[config.mk]
export PLATFORM = sky130hd
export DESIGN_NAME = hwpe_ctrl_uloop_issuer
export DESIGN_NICKNAME = d
export VERILOG_FILES = /design/src/rtl/hwpe_ctrl_package.sv /design/src/rtl/hwpe_ctrl_uloop_issuer.sv
export SDC_FILE = /design/constraint.sdc
export NUM_CORES = 1
export LEC_CHECK = 0
export CAP_MARGIN = 40
export CORE_ASPECT_RATIO = 2
export CORE_UTILIZATION = 31
export CTS_CLUSTER_SIZE = 8
export DETAILED_ROUTE_END_ITERATION = 6
export GPL_TIMING_DRIVEN = 1
export PLACE_DENSITY = 0.65
export SYNTH_ARGS = -nofsm -noshare
export SYNTH_HDL_FRONTEND = slang
export SYNTH_SLANG_ARGS = --single-unit
[constraint.sdc]
create_clock -name clk_i -period 2.87 [get_ports clk_i]
set_input_delay 0.287 -clock clk_i [delete_from_list [all_inputs] [get_ports clk_i]]
set_output_delay 0.287 -clock clk_i [all_outputs]
set_load 0.05 [all_outputs]
[src/rtl/hwpe_ctrl_package.sv]
// Shared types for the HWPE control slice: microcode loop engine records
// and the issuer FSM encoding.
package hwpe_ctrl_package;

    localparam int unsigned ULOOP_MAX_NB_LOOPS = 6;
    localparam int unsigned ULOOP_MAX_NB_REG   = 4;
    localparam int unsigned ULOOP_CNT_WIDTH    = 12;
    localparam int unsigned ULOOP_OFFS_WIDTH   = 32;

    typedef struct packed {
        logic enable;
        logic clear;
        logic ready;
    } ctrl_uloop_t;

    typedef struct packed {
        logic                                                done;
        logic                                                valid;
        logic [ULOOP_MAX_NB_REG-1:0][ULOOP_OFFS_WIDTH-1:0]   offs;
        logic [ULOOP_MAX_NB_LOOPS-1:0][ULOOP_CNT_WIDTH-1:0]  idx;
        logic [ULOOP_MAX_NB_LOOPS-1:0]                       idx_update;
    } flags_uloop_t;

    typedef enum logic [2:0] {
        ULI_IDLE,
        ULI_CLEAR,
        ULI_REQ,
        ULI_WAIT,
        ULI_ISSUE,
        ULI_DONE
    } uloop_issuer_state_t;

endpackage

[src/rtl/hwpe_ctrl_uloop_issuer.sv]
// Steps the microcode loop engine one iteration at a time and turns each
// returned offset set into a base+offset address request for the streamers.
module hwpe_ctrl_uloop_issuer
    import hwpe_ctrl_package::*;
#(
    parameter int unsigned NB_STREAMS = 4,
    parameter int unsigned ADDR_WIDTH = 32,
    parameter int unsigned CNT_WIDTH  = 16
) (
    input  logic                                  clk_i,
    input  logic                                  rst_ni,
    input  logic                                  clear_i,
    input  logic                                  start_i,
    input  logic [NB_STREAMS-1:0][ADDR_WIDTH-1:0] base_addr_i,
    output ctrl_uloop_t                           uloop_ctrl_o,
    input  flags_uloop_t                          uloop_flags_i,
    output logic                                  req_valid_o,
    input  logic                                  req_ready_i,
    output logic [NB_STREAMS-1:0][ADDR_WIDTH-1:0] req_addr_o,
    output logic [ULOOP_MAX_NB_LOOPS-1:0]         req_idx_update_o,
    output logic                                  req_last_o,
    output logic                                  busy_o,
    output logic                                  done_o,
    output logic [CNT_WIDTH-1:0]                  nb_issued_o
);

    uloop_issuer_state_t r_state, w_state_next;

    logic [NB_STREAMS-1:0][ADDR_WIDTH-1:0] r_base;
    logic [NB_STREAMS-1:0][ADDR_WIDTH-1:0] r_addr;
    logic [NB_STREAMS-1:0][ADDR_WIDTH-1:0] w_addr;
    logic [ULOOP_MAX_NB_LOOPS-1:0]         r_idx_update;
    logic                                  r_last;
    logic [CNT_WIDTH-1:0]                  r_nb_issued;

    logic w_start;
    logic w_capture;
    logic w_accept;
    logic w_unused;

    assign w_start   = (r_state == ULI_IDLE)  && start_i;
    assign w_capture = (r_state == ULI_WAIT)  && uloop_flags_i.valid;
    assign w_accept  = (r_state == ULI_ISSUE) && req_ready_i;

    // Only the offsets of the first NB_STREAMS registers feed the adders.
    assign w_unused = ^uloop_flags_i;

    // Offsets are cast to the address width, so the sum wraps naturally.
    for (genvar g = 0; g < NB_STREAMS; g++) begin : gen_adder
        assign w_addr[g] = r_base[g] + ADDR_WIDTH'(uloop_flags_i.offs[g]);
    end

    always_ff @(posedge clk_i or negedge rst_ni) begin
        if (!rst_ni) r_state <= ULI_IDLE;
        else         r_state <= w_state_next;
    end

    always_comb begin
        w_state_next = r_state;
        if (clear_i) begin
            w_state_next = ULI_IDLE;
        end else begin
            case (r_state)
                ULI_IDLE:  if (start_i) w_state_next = ULI_CLEAR;
                ULI_CLEAR: w_state_next = ULI_REQ;
                ULI_REQ:   w_state_next = ULI_WAIT;
                ULI_WAIT:  if (uloop_flags_i.valid) w_state_next = ULI_ISSUE;
                ULI_ISSUE: if (req_ready_i) w_state_next = r_last ? ULI_DONE : ULI_REQ;
                ULI_DONE:  w_state_next = ULI_IDLE;
                default:   w_state_next = ULI_IDLE;
            endcase
        end
    end

    // clear_i reaches the engine in the same cycle so it aborts alongside us.
    always_comb begin
        busy_o              = (r_state != ULI_IDLE);
        req_valid_o         = (r_state == ULI_ISSUE);
        done_o              = (r_state == ULI_DONE);
        uloop_ctrl_o.enable = (r_state == ULI_REQ);
        uloop_ctrl_o.clear  = (r_state == ULI_CLEAR) || clear_i;
        uloop_ctrl_o.ready  = busy_o;
    end

    always_ff @(posedge clk_i or negedge rst_ni) begin
        if (!rst_ni) begin
            r_base       <= '0;
            r_addr       <= '0;
            r_idx_update <= '0;
            r_last       <= 1'b0;
            r_nb_issued  <= '0;
        end else if (clear_i) begin
            r_base       <= '0;
            r_addr       <= '0;
            r_idx_update <= '0;
            r_last       <= 1'b0;
        end else begin
            if (w_start) begin
                r_base      <= base_addr_i;
                r_nb_issued <= '0;
            end
            if (w_capture) begin
                r_addr       <= w_addr;
                r_idx_update <= uloop_flags_i.idx_update;
                r_last       <= uloop_flags_i.done;
            end
            if (w_accept) r_nb_issued <= r_nb_issued + CNT_WIDTH'(1);
        end
    end

    assign req_addr_o       = r_addr;
    assign req_idx_update_o = r_idx_update;
    assign req_last_o       = r_last;
    assign nb_issued_o      = r_nb_issued;

endmodule

* Word level (Yosys, flattened, before mapping)
Index checks and enable logic that the tools add are counted.
** Word-level totals
- Register bits after elaboration :: 282
- Latch bits :: 0
- Memory bits (writable) :: 0
- Bits in read-only memories :: 0
- Input port bits :: 341
- Output and inout bits :: 157
- Logic and storage cells :: 53
- Memories :: 0
** Cells by class
- $add $sub $neg :: 5
- Multiply operators :: 0
- Divide/modulo/power cells :: 0
- Magnitude comparators :: 0
- Eq/ne operators :: 8
- Shift operators :: 0
- Muxes and demuxes :: 16
- Bitwise operators :: 1
- Reductions and logical operators :: 11
** Operator list (number)
- 128-bit 2-to-1 mux :: 4
- 32-bit adder :: 4
- 16-bit 2-to-1 mux :: 2
- 16-bit by 1-bit adder with 16-bit output, second input constant :: 1
- 3-bit 2-to-1 mux :: 5
- 3-bit one-hot mux with 5 select lines :: 1
- 6-bit 2-to-1 mux :: 2
- 3-bit by 2-bit equality test with 1-bit output, second input constant :: 2
- 3-bit equality test, second input constant :: 2
- 3-bit != test, second input constant :: 2
- 2-bit nonzero test :: 3
- 3-bit by 1-bit equality test with 1-bit output, second input constant :: 1
- 1-bit logical AND :: 3
- 3-bit zero test :: 1
- 3-bit by 2-bit != test with 1-bit output, second input constant :: 1
- 3-bit AND reduction :: 1
- 3-bit nonzero test :: 1
- 1-bit 2-to-1 mux :: 2
- 2-bit AND reduction :: 1
- 1-bit logical OR :: 1
- 1-bit NOT :: 1

* Depth between registers and ports, before layout
Gate-level depths: netlist (run 1).
- Word-level depth :: 4
- Mapped depth :: 12
- Depth with buffers taken out :: 12

* Least setup slack after synthesis (run 1)
OpenSTA, ideal clock, no wires.
- Path type :: register to register
- Start point :: register r_base[96] (netlist name)
- End point :: register r_addr, in the netlist req_addr_o[126]
- Library setup time :: 0.082 ns
- Arrival :: 2.712 ns
- Required time :: 2.788 ns
- Path slack :: 0.076 ns
- Stages on the path, launching flop included :: 13
- Path buffers :: 0
- Period minus slack after synthesis :: 2.794 ns
- Cell sequence :: dfrtp_1 ha_1 inv_1 fa_1 nor2b_4 o21ai_1 a2111o_1 a41oi_2 o221ai_2 o221ai_2 nor2_1 or4_1 a31oi_1
** On the way
- Longest elaborated chain between the ends :: 3
** RTL lines
- start: declaration :: line hwpe_ctrl_uloop_issuer.sv:29 : logic [NB_STREAMS-1:0][ADDR_WIDTH-1:0] r_base;
- start signal: assignment :: line hwpe_ctrl_uloop_issuer.sv:99 : r_base <= base_addr_i;
- 32-bit adder :: line hwpe_ctrl_uloop_issuer.sv:50 : assign w_addr[g] = r_base[g] + ADDR_WIDTH'(uloop_flags_i.offs[g]);
- 128-bit 2-to-1 mux :: line hwpe_ctrl_uloop_issuer.sv:102 : if (w_capture) begin
- 128-bit 2-to-1 mux :: line hwpe_ctrl_uloop_issuer.sv:92 : end else if (clear_i) begin
- end signal: assignment :: line hwpe_ctrl_uloop_issuer.sv:103 : r_addr <= w_addr;
- end: declaration :: line hwpe_ctrl_uloop_issuer.sv:30 : logic [NB_STREAMS-1:0][ADDR_WIDTH-1:0] r_addr;
Every way passes these cells. The select of a mux whose other input is x is not followed.
A chain may end at the register's enable or synchronous reset.

* Final worst setup path (run 1)
Ends and elaborated chain as after synthesis.

==> impl_metrics.ini, run 1 <==
[critical_path]
reg2reg_slack_ps = -120
worstPathRequired_ps = 3330
path_class = reg2reg
critPathArrivalTime_ps = 3450
reg2reg_to = req_addr_o[126]
r2r_cells = 12
critical_path.max_fanout = 3
reg2reg_from = r_base[96]
end_kind = flip-flop
cp-start-kind = flip-flop

[clocking]
cts_max_level = 2
cts_buffers = 41
cts_num_sinks = 282
cts_tree = done
root_buffer = clkbuf_16
clk_transition_reported_paths_ps = 50
clock_path_buffers = 3
clock_latency_ps = 550

[floorplanning]
rows = 121
die_area_um2 = 55900
die_h_um = 333
io_pins = 498
start_util_pct = 31.3
dieWidth_um = 168
core_area_um2 = 54400

[outcome]
status = finished with violations
failed_checks = setup timing

[synth]
syn_avg_cell_area_um2 = 9.37
yosys_warnings = 0
synth_top_area_share_pct = 41.5
synth_compound_area_share_pct = 25.3
netlist_area_um2 = 17000
synth-simple-area-share_pct = 13.8
synth_cell_type_count = 79
yosys-top-cells-area = dfrtp_1, ha_1, a22o_1
synth_mux_area_share_pct = 0.294
synth_xor_area_share_pct = 5.77
postSynthCellCount = 1815
synth.net_count = 2285
yosysTopAreaCell = dfrtp_1
ys.flop_type = dfrtp_1
synth_edf_count = 0
yosys.area_share.adder_pct = 9.66
seq_area_frac_synth_pct = 41.5
synth_top_family_by_area = compound AO/OA/AOI/OAI gates
synthArstFlopShare_pct = 100
synth_seq_cells = 282

[power_and_ir_drop]
power.internal_w = 0.00849
ir_drop_uv = 396
leakagePower_nw = 11.2
swShare_pct = 31.0
power_switching_w = 0.00382
power_frac_seq_pct = 35.4
combPwrFrac_pct = 29.1
power.density_nw_per_um2 = 497
clkPwrFrac_pct = 35.6

[global_route]
grt_max_degree = 129
grt.overflow.total = 0
grt_pass1_vias = 17400
grt.total_usage_pct = 22.1
grt_pass1_wl_mm = 96.3
antenna_found_initial = 6

[placement]
place.port_buffers = 425
placed_cells = 3020
dp_hpwl_mm = 47.2
place_ws_ps = -610
gp_congestion = 0.910

[final_layout]
nets = 2866
final_util_pct = 45.6
synthToLayoutAreaGrowth_pct = 45.5
instances_no_fill = 3078
drive_gt1_share_pct = 13.6

[worst_hold_path]
min_to = req_addr_o[65]
hold_depth = 2
hold_class = in2reg
worstHoldStart = clear_i

[timing]
slew_viol_final = 0
relSlewSlack_pct = 52.3
worstMarginPinSlew_ps = 716
skew_ps = 16.0
fmax_ghz = 0.335
finalCritPeriodShare_pct = 104
fin_ws_ps = -119
finalHoldViolCount = 0
final-setup-viol-count = 1
hold_ws_ps = 258
layout_min_cycle_time_ps = 2990
rsz0062_at_grt = true

[drt]
drt_first_pass_iters = 5
totalWireLength_mm = 62.3
postRouteAntennaNets = 0
drt-initial-drc-count = 896
viasPerCell = 5.34
vias = 16400
post_drt_wl_per_cell_um = 20.2
drc = 0

[job]
cap_violations = 0
[how the worst max path moves through the flow]
stage | from | endpoint | slack (ps) | cells past startpoint
finish | r_base[96] | req_addr_o[126] | -120 | 12
global route | r_base[96] | req_addr_o[126] | -270 | 12
CTS | r_base[96] | req_addr_o[126] | -160 | 12
detailed placement | uloop_flags_i[174] | req_addr_o[126] | -610 | 13
global placement | uloop_flags_i[174] | req_addr_o[126] | -630 | 13
floorplan | r_base[96] | req_addr_o[126] | 80 | 12
[state kept, by name, indices dropped and copies added (netlist names)]
register and flops:
nb_issued_o 16, r_base 128, r_state 3, req_addr_o 128
req_idx_update_o 6, req_last_o 1
[cells by family (layout without fill, tap and decap cells)]
kind of cell,after synthesis,in the layout
AO/OA/AOI/OAI,631,631
AND/OR/NAND/NOR,512,512
flip-flops,282,282
buffers and inverters,144,725
adder cells (fa/ha/maj),129,129
XOR/XNOR,112,112
multiplexers,5,5
other,0,6
[metal layers]
| metal | up-vias | track usage, % | wire (um) |
|---|---|---|---|
| met4 | 0 | 12.7 | 3470 |
| met1 | 7946 | 22.8 | 22700 |
| met2 | 551 | 40.7 | 32300 |
| li1 | 7774 | - | - |
| met5 | - | 0 | 0 |
| met3 | 154 | 4.75 | 3870 |
[critical path, stage by stage, from the launching register on]
cell,delay [ps]
dfrtp_1,340
ha_2,190
inv_2,40
fa_2,350
nor2b_4,150
o21ai_4,70
a2111o_1,460
a41oi_2,280
o221ai_2,160
o221ai_2,200
nor2_1,80
or4_1,400
a31oi_1,170
[stage by stage]
step	cell area [um2]	TNS (ps)	total power, W
finish	24800	-119	0.0123
global route	24800	-426	0.0129
floorplan	17000	0	0.00636
detailed placement	23400	-15850	0.00788
CTS	24500	-209	0.0124
global placement	23400	-14170	0.00784
[Yosys cell counts (20+ instances only)]
library cell / count
a211oi_1: 25
a21o_1: 54
a21oi_1: 195
a22o_1: 133
clkbuf_1: 79
dfrtp_1: 282
ha_1: 125
inv_1: 48
nand2_1: 225
nand3_1: 36
nand4_1: 25
nor2_1: 104
nor3_1: 33
o21a_1: 20
o21ai_0: 88
xnor2_1: 57
xor2_1: 55
[area by class of cell]
type	instances	area, um2
Fill cell	5133	29600
Multi-Input combinational cell	1389	9610
Sequential cell	282	7060
Timing Repair Buffer	634	5990
Clock buffer	42	1040
Tap cell	676	846
Inverter	48	180
Clock inverter	1	30.0
Antenna cell	6	15.0
[cell usage in the layout, fill, tap and decap left out, types with 11 or more instances in the layout]
cell type and n:
inv_1 46, nand2b_1 11, nor3_1 32, buf_12 13, dfrtp_1 282, nor2_1 101
a21o_1 54, and3_1 17, nand2_1 224, o21ai_0 78, nand4_1 25, clkbuf_16 41
o21a_1 20, o21bai_1 18, clkdlybuf4s50_1 422, a21oi_1 190, xnor2_1 57, o21ai_1 11
nand3_1 36, ha_1 119, nor2b_1 14, xor2_1 55, a22o_1 133, a31oi_1 17
a211oi_1 22, buf_4 197
[power by group through the flow]
stage	Clock, W	Combinational (W)	Sequential [W]
after floorplan	0	0.00184	0.00452
after global placement	0	0.00343	0.00441
after detailed placement	0	0.00347	0.00441
after CTS	0.00453	0.00350	0.00435
after global routing	0.00464	0.00389	0.00438
final	0.00438	0.00358	0.00435
[what timing repair did]
action / in CTS / in global routing
endpoints found under the setup margin: 12 / 43
setup buffers: 0 / 9
endpoints found under the hold margin: 57 / 0
pin swaps: 1 / 38
resized for setup: 10 / 50
hold buffers: 1 / 0
Note: power is estimated with default switching activity, not from simulation.
==> run 2: changes to the inputs <==
--- a/config.mk
+++ b/config.mk
@@ -5,7 +5,7 @@
 export SDC_FILE = /design/constraint.sdc
 export NUM_CORES = 1
 export LEC_CHECK = 0
-export CAP_MARGIN = 40
+export CAP_MARGIN = 15
 export CORE_ASPECT_RATIO = 2
 export CORE_UTILIZATION = 31
 export CTS_CLUSTER_SIZE = 8
==> results of run 2 <==
The final DEF is identical to that of run 1; final timing and power are the same.
